**src/rtl/sdram_req_gen.sv**
```systemverilog
// Ring-buffer burst requester for the SDRAM request/ack port; 1-cycle decision, request held until ack (no withdrawal).
// Optional SDRAM_REQ_ACKCHK_EN adds a per-transfer ack counter and sticky ack_err output.
module sdram_req_gen #(
    parameter int BURST_LEN     = 256,
    parameter int ADDR_W        = 24,
    parameter int BASE_ADDR     = 0,
    parameter int REGION_BURSTS = 16,
    parameter int RD_FIFO_DEPTH = 512
) (
    input  logic              clk,
    input  logic              rst,
    input  logic              sdram_init_done,
    input  logic              rd_enable,
    input  logic [9:0]        wrf_used,
    input  logic [9:0]        rdf_used,
    output logic              sdram_wr_req,
    output logic              sdram_rd_req,
    output logic [9:0]        sdwr_byte,
    output logic [9:0]        sdrd_byte,
    input  logic              sdram_wr_ack,
    input  logic              sdram_rd_ack,
    output logic [ADDR_W-1:0] sys_wraddr,
    output logic [ADDR_W-1:0] sys_rdaddr,
    output logic [15:0]       credit,
    output logic              busy
`ifdef SDRAM_REQ_ACKCHK_EN
    ,
    output logic              ack_err
`endif
);

    typedef enum logic [2:0] {IDLE, WR_REQ, WR_XFER, RD_REQ, RD_XFER} state_t;

    localparam logic [ADDR_W-1:0] BASE_A     = ADDR_W'(BASE_ADDR);
    localparam logic [ADDR_W:0]   REGION_END = (ADDR_W+1)'(BASE_ADDR + REGION_BURSTS * BURST_LEN);

    state_t            state, state_n;
    logic              wr_req_n, rd_req_n;
    logic [ADDR_W-1:0] wraddr_n, rdaddr_n;
    logic [15:0]       credit_n;
    logic              last_wr, last_wr_n;
    logic              ack_seen, ack_seen_n;
    logic              wr_ok, rd_ok, wr_done, rd_done;

    function automatic logic [ADDR_W-1:0] advance(input logic [ADDR_W-1:0] a);
        logic [ADDR_W:0] s;
        s = {1'b0, a} + (ADDR_W+1)'(BURST_LEN);
        if (s >= REGION_END)
            return BASE_A;
        return s[ADDR_W-1:0];
    endfunction

    assign sdwr_byte = 10'(BURST_LEN);
    assign sdrd_byte = 10'(BURST_LEN);
    assign busy      = (state != IDLE);

    // Free space in the read FIFO is computed in 11 bits so a full 512-word FIFO compares correctly.
    assign wr_ok = sdram_init_done && ({1'b0, wrf_used} >= 11'(BURST_LEN))
                   && (credit < 16'(REGION_BURSTS));
    assign rd_ok = sdram_init_done && rd_enable && (credit != 16'd0)
                   && ((11'(RD_FIFO_DEPTH) - {1'b0, rdf_used}) >= 11'(BURST_LEN));

    assign wr_done = (state == WR_XFER) && ack_seen && !sdram_wr_ack;
    assign rd_done = (state == RD_XFER) && ack_seen && !sdram_rd_ack;

    always_comb begin
        state_n    = state;
        wr_req_n   = sdram_wr_req;
        rd_req_n   = sdram_rd_req;
        wraddr_n   = sys_wraddr;
        rdaddr_n   = sys_rdaddr;
        credit_n   = credit;
        last_wr_n  = last_wr;
        ack_seen_n = ack_seen;
        case (state)
            IDLE: begin
                if (wr_ok && rd_ok)
                    state_n = last_wr ? RD_REQ : WR_REQ;
                else if (wr_ok)
                    state_n = WR_REQ;
                else if (rd_ok)
                    state_n = RD_REQ;
            end
            WR_REQ: begin
                // An ack only counts once our request is actually visible on the port.
                if (sdram_wr_req && sdram_wr_ack) begin
                    wr_req_n   = 1'b0;
                    ack_seen_n = 1'b1;
                    state_n    = WR_XFER;
                end else begin
                    wr_req_n = 1'b1;
                end
            end
            WR_XFER: begin
                if (wr_done) begin
                    wraddr_n   = advance(sys_wraddr);
                    credit_n   = credit + 16'd1;
                    last_wr_n  = 1'b1;
                    ack_seen_n = 1'b0;
                    state_n    = IDLE;
                end
            end
            RD_REQ: begin
                if (sdram_rd_req && sdram_rd_ack) begin
                    rd_req_n   = 1'b0;
                    ack_seen_n = 1'b1;
                    state_n    = RD_XFER;
                end else begin
                    rd_req_n = 1'b1;
                end
            end
            RD_XFER: begin
                if (rd_done) begin
                    rdaddr_n   = advance(sys_rdaddr);
                    credit_n   = credit - 16'd1;
                    last_wr_n  = 1'b0;
                    ack_seen_n = 1'b0;
                    state_n    = IDLE;
                end
            end
            default: begin
                state_n  = IDLE;
                wr_req_n = 1'b0;
                rd_req_n = 1'b0;
            end
        endcase
    end

    always_ff @(posedge clk or posedge rst) begin
        if (rst) begin
            state        <= IDLE;
            sdram_wr_req <= 1'b0;
            sdram_rd_req <= 1'b0;
            sys_wraddr   <= BASE_A;
            sys_rdaddr   <= BASE_A;
            credit       <= 16'd0;
            last_wr      <= 1'b0;
            ack_seen     <= 1'b0;
        end else begin
            state        <= state_n;
            sdram_wr_req <= wr_req_n;
            sdram_rd_req <= rd_req_n;
            sys_wraddr   <= wraddr_n;
            sys_rdaddr   <= rdaddr_n;
            credit       <= credit_n;
            last_wr      <= last_wr_n;
            ack_seen     <= ack_seen_n;
        end
    end

`ifdef SDRAM_REQ_ACKCHK_EN
    logic [9:0] ack_cnt, ack_cnt_n;
    logic       ack_err_n, ack_hit;

    assign ack_hit = ((state == WR_REQ) && sdram_wr_req && sdram_wr_ack)
                  || ((state == WR_XFER) && sdram_wr_ack)
                  || ((state == RD_REQ) && sdram_rd_req && sdram_rd_ack)
                  || ((state == RD_XFER) && sdram_rd_ack);

    always_comb begin
        ack_cnt_n = ack_cnt;
        ack_err_n = ack_err;
        if (ack_hit)
            ack_cnt_n = ack_cnt + 10'd1;
        if (wr_done || rd_done) begin
            if (ack_cnt != 10'(BURST_LEN))
                ack_err_n = 1'b1;
            ack_cnt_n = 10'd0;
        end
    end

    always_ff @(posedge clk or posedge rst) begin
        if (rst) begin
            ack_cnt <= 10'd0;
            ack_err <= 1'b0;
        end else begin
            ack_cnt <= ack_cnt_n;
            ack_err <= ack_err_n;
        end
    end
`endif

endmodule
```
**config.mk**
```make
export PLATFORM = sky130hd
export DESIGN_NAME = sdram_req_gen
export DESIGN_NICKNAME = d
export VERILOG_FILES = /design/src/rtl/sdram_req_gen.sv
export SDC_FILE = /design/constraint.sdc
export NUM_CORES = 1
export LEC_CHECK = 0
export ABC_CLOCK_PERIOD_IN_PS = 3350
export CAP_MARGIN = 25
export CORE_ASPECT_RATIO = 1.4
export CORE_UTILIZATION = 48
export DETAILED_ROUTE_END_ITERATION = 8
export MAX_ROUTING_LAYER = met4
export PLACE_DENSITY = 0.81
export SLEW_MARGIN = 25
export SYNTH_ARGS = -nofsm -noshare
export SYNTH_HDL_FRONTEND = slang
export SYNTH_SLANG_ARGS = --single-unit
```
**constraint.sdc**
```tcl
create_clock -name clk -period 3.35 [get_ports clk]
set_input_delay 0.5025 -clock clk [delete_from_list [all_inputs] [get_ports clk]]
set_output_delay 0.5025 -clock clk [all_outputs]
set_load 0.01 [all_outputs]
```
# Word-level counts from Yosys, hierarchy flattened
# Index checks and enable logic that the tools add are counted.
dict set report word_totals {
  output_inout_bits 87
  regBits 71
}
dict set report op_classes {
  muxes 33
  n_reduce_logical 26
  order_cmp 5
  eq_ne 9
  n_addsub 5
}
# operator count
set op_table {}
lappend op_table {{$mux W24} 4}
lappend op_table {{$add A24 B9 Y25 const B} 2}
lappend op_table {{$ge A25 B13 Y1 const B} 2}
lappend op_table {{$mux W16} 2}
lappend op_table {{$pmux W16 S2} 1}
lappend op_table {{$mux W3} 7}
lappend op_table {{$add A16 B1 Y16 const B} 1}
lappend op_table {{$lt A16 B5 Y1 const B} 1}
lappend op_table {{$reduce_bool A16 Y1} 1}
lappend op_table {{$sub A16 B1 Y16 const B} 1}
lappend op_table {{$pmux W3 S5} 1}
lappend op_table {{$mux W1} 13}
lappend op_table {{$logic_and A1 B1 Y1} 12}
lappend op_table {{$ge A11 B9 Y1 const B} 1}
lappend op_table {{$sub A10 B10 Y11 const A} 1}
lappend op_table {{$ge A10 B9 Y1 const B} 1}
lappend op_table {{$reduce_and A5 Y1} 2}
lappend op_table {{$ne A2 B2 Y1 const B} 4}
lappend op_table {{$reduce_or A4 Y1} 2}
lappend op_table {{$eq A3 B2 Y1 const B} 2}
lappend op_table {{$pmux W1 S2} 3}
lappend op_table {{$ne A4 B4 Y1 const B} 1}
lappend op_table {{$pmux W1 S4} 1}
lappend op_table {{$reduce_and A2 Y1} 2}
lappend op_table {{9 further kinds} 10}

# Longest topological paths before layout
dict set report depth {
  ltp_word 7
  mapped_depth 9
  mapped_depth_nobuf 9
}

# Worst setup path before layout
# No wires, ideal clock.
dict set report synth_timing {
  kind {register to register}
  startpoint {register state[0]}
  endpoint {register credit[12]}
  period_less_slack_ps 2973
  path_slack_ps 377
  t_arrival_ps 2904
  path_stages_with_launch 9
  cell_sequence {dfrtp_1 > nor3b_2 > ha_1 > a21oi_1 > o21bai_1 > or3_1 > o211a_1 > or4_1 > nand3_1}
}
dict set report synth_between {
  elab_chain_cells 5
}
# item line_no
set synth_rtl {}
lappend synth_rtl {{start: declaration} 37} ;# state_t state, state_n;
lappend synth_rtl {{start signal: assignment} 140} ;# state <= state_n;
lappend synth_rtl {{$eq A3 B3 Y1 or $eq A3 B2 Y1 (tied branches)} {64, 75, 63}}
lappend synth_rtl {{$logic_and A1 B1 Y1 (on tied branches) (2 in series)} {64, 63}}
lappend synth_rtl {{$ne A2 B2 Y1 (no source line)} --}
lappend synth_rtl {{$reduce_and A3 Y1 (no source line)} --}
lappend synth_rtl {{end signal: assignment} 145} ;# credit <= credit_n;
lappend synth_rtl {{end: declaration} 24} ;# output logic [15:0] credit,
# Several ways; a longest one is shown, not always the timed one.
# A chain may end at the register's enable or synchronous reset.

# Worst setup path in the final report
dict set report layout_timing {
  startpoint {register state[2]}
  endpoint {register credit[14]}
}
# The elaborated chain is that of the path after synthesis.

==> flow_summary.yaml <==
die:
  die_x_um: 76.9
  pin_count: 113
  rows: 37
  coreArea_sq_um: 7450
  die_height_um: 107
  start_util_pct: 50.5
  die-area_sq_um: 8210
global_route:
  grt_pass1_wl_mm: 14.1
  antenna_found_initial: 0
  grt.overflow.total: 0
  grt_pass1_vias: 3168
  grt_max_degree: 30
  grt_usage_pct: 21.8
hold_path:
  hp-class: "primary input to async pin"
setup_path:
  cp_data_arrival_time_ps: 3200
  reg2reg_to: "credit[14]"
  critical_path_class: "flip-flop to flip-flop"
  r2r_slack_ps: 390
  cp_max_fo: 12
  cp-end-kind: "flip-flop"
  cp-start-kind: "flip-flop"
  r2r_cells: 9
  required_ps: 3580
  r2r-start: "state[2]"
sta:
  tns_ps: 0
  finalClockSkew_ps: 9.03
  max_freq_mhz: 338
  max_slew.worst_pin.slew_ps: 516
  slew_headroom_pct: 65.2
  min_period_ps: 2960
  slew_violations: 0
  post-route-period-util_pct: 88.4
  setup_violations: 0
  rsz0062_at_grt: "false"
  finalHoldViolations: 0
  timing.hold.ws_ps: 389
final_layout:
  finalNetCount: 530
  drive_gt1_share_pct: 6.56
  finalCoreUtilization_pct: 60.7
  diodes: 0
  syn_to_final_growth_pct: 20.2
  layout_common_cells: "clkdlybuf4s50_1, dfrtp_1, conb_1, nand2_1, nor2_1"
  final_common_cell: "clkdlybuf4s50_1"
routing:
  vias_per_cell: 5.58
  via_count: 3263
  wire_per_inst_um: 14.4
  wl_mm: 8.42
  drtAntennaViolNets: 0
  drc_errors: 0
  drt_iter0_drc: 123
  drtPass1Iterations: 4
yosys:
  syn_inst: 418
  syn_area_sq_um: 3770
  synthDistinctLibCells: 66
  syn_avg_cell_area_sq_um: 9.01
  synth_seq_area_share_pct: 36.5
  synth_seq_cells: 55
  async_reset_ff_share_pct: 100
  ys.warnings.count: 0
  ys.flop_type: "dfrtp_1"
  synth_enable_flop_cells: 0
pwr:
  switchingPower_mw: 1.17
  leakage_nw: 1.95
  fin_total_pwr_mw: 2.83
  seqPwrFrac_pct: 37.7
  p_int_mw: 1.66
  ir_drop_mv: 0.410
  p_sw_share_pct: 41.3
  p_comb_share_pct: 49.0
  p_clk_share_pct: 13.3
  power_density_nw_per_um2: 626
clock_tree:
  cts.sinks: 55
  cts_tree: "done"
  cts_made_buffers: 5
  cts_resized: 0
  clk_pin_slew_ps: 110
  cts_root_buffer: "clkbuf_8"
  cts_setup_buffers: 0
  clock_latency_ps: 320
  cts_max_path_buffers: 2
  htreeDepth: 2
  holdBufCountCts: 0
placement:
  dpl.hpwl_mm: 6.32
  place.gp.congestion: 0.926
  port_buffers: 68
status:
  status: "finished, final reports clean"
run:
  max_cap_violations: 0
==> worst max-delay path, stage by stage (launching register included) <==
cell      delay, ps
dfrtp_1         560
nor3b_2         430
inv_1           120
fa_1            410
nor2b_1         120
o21ai_0         150
a211oi_1        390
o21ai_0         270
o21a_1          230
nor3_1          190
==> cell usage after synthesis (all sizes together) (8+ instances only) <==
master  instances  area share (%)
nand4          11             2.2
nand2b          9             1.5
ha             16             5.3
nand3          13             1.7
a21oi          24             3.2
o21a            8             1.6
nor2           25             2.5
nor3            9             1.2
o21ai          24             3.2
buf            38             7.4
dfrtp          55              37
inv            12             1.2
and2           18             3.0
clkbuf         10             1.0
xor2            9             2.1
nand2          31             3.1
nor4           10             1.7
==> routing by layer <==
metal | part of all wire, % | vias up | GRT usage, %
met1 | 42 | 1587 | 24.2
met2 | 53 | 88 | 38.9
met3 | 3.9 | 9 | 2.89
met5 | 0 | - | -
met4 | 1.6 | 0 | 9.20
li1 | - | 1579 | -
==> power groups by stage <==
stage,combinational (mW),clock [mW],sequential (mW)
final,1.39,0.377,1.07
after floorplan,0.937,0,1.04
after global placement,1.33,0,1.07
after global routing,1.54,0.408,1.10
after detailed placement,1.39,0,1.07
after CTS,1.39,0.390,1.06
==> how the worst max path moves through the flow <==
stage | slack (ps) | endpoint | depth (start not counted) | start
final | 390 | credit[14] | 9 | state[2]
after CTS | 370 | credit[14] | 9 | state[2]
after global placement | 470 | credit[14] | 9 | state[2]
after floorplan | 380 | credit[12] | 8 | state[0]
after detailed placement | 420 | credit[14] | 9 | state[0]
after global routing | 150 | credit[14] | 9 | state[2]
==> registers in the layout (all words and copies together), names as in the netlist <==
signal,flops
sdram_wr_req,1
ack_seen,1
credit,16
state,3
sys_rdaddr,16
last_wr,1
sdram_rd_req,1
sys_wraddr,16
==> stage by stage <==
| step | setup WS (ps) | instances | area [sq um] |
|---|---|---|---|
| after CTS | 369 | 585 | 4530 |
| after global routing | 153 | 585 | 4530 |
| after floorplan | 377 | 452 | 3890 |
| after global placement | 465 | 577 | 4440 |
| after detailed placement | 415 | 577 | 4440 |
| final | 388 | 585 | 4530 |
==> area by class of cell <==
| class | count | area, sq um |
|---|---|---|
| sequential | 55 | 1380 |
| tap | 97 | 121 |
| inverter | 12 | 45.0 |
| timing repair buffer | 76 | 741 |
| fill | 669 | 2930 |
| clock inverter | 3 | 20.0 |
| multi-input combinational | 337 | 2150 |
| clock buffer | 5 | 68.8 |
==> cell families after synthesis <==
kind of cell               Yosys count  share of synthesized area (%)
AOI/OAI and AO/OA                  106                           19.2
xor gates and xnor gates            15                           3.49
adders and majority gates           17                           5.85
buffers and inverters               60                           9.66
DFF                                 55                           36.5
muxes                                9                           2.46
other                                2                          0.199
and+or+nand+nor                    154                           22.6
Note: power is estimated with default switching activity, not from simulation.
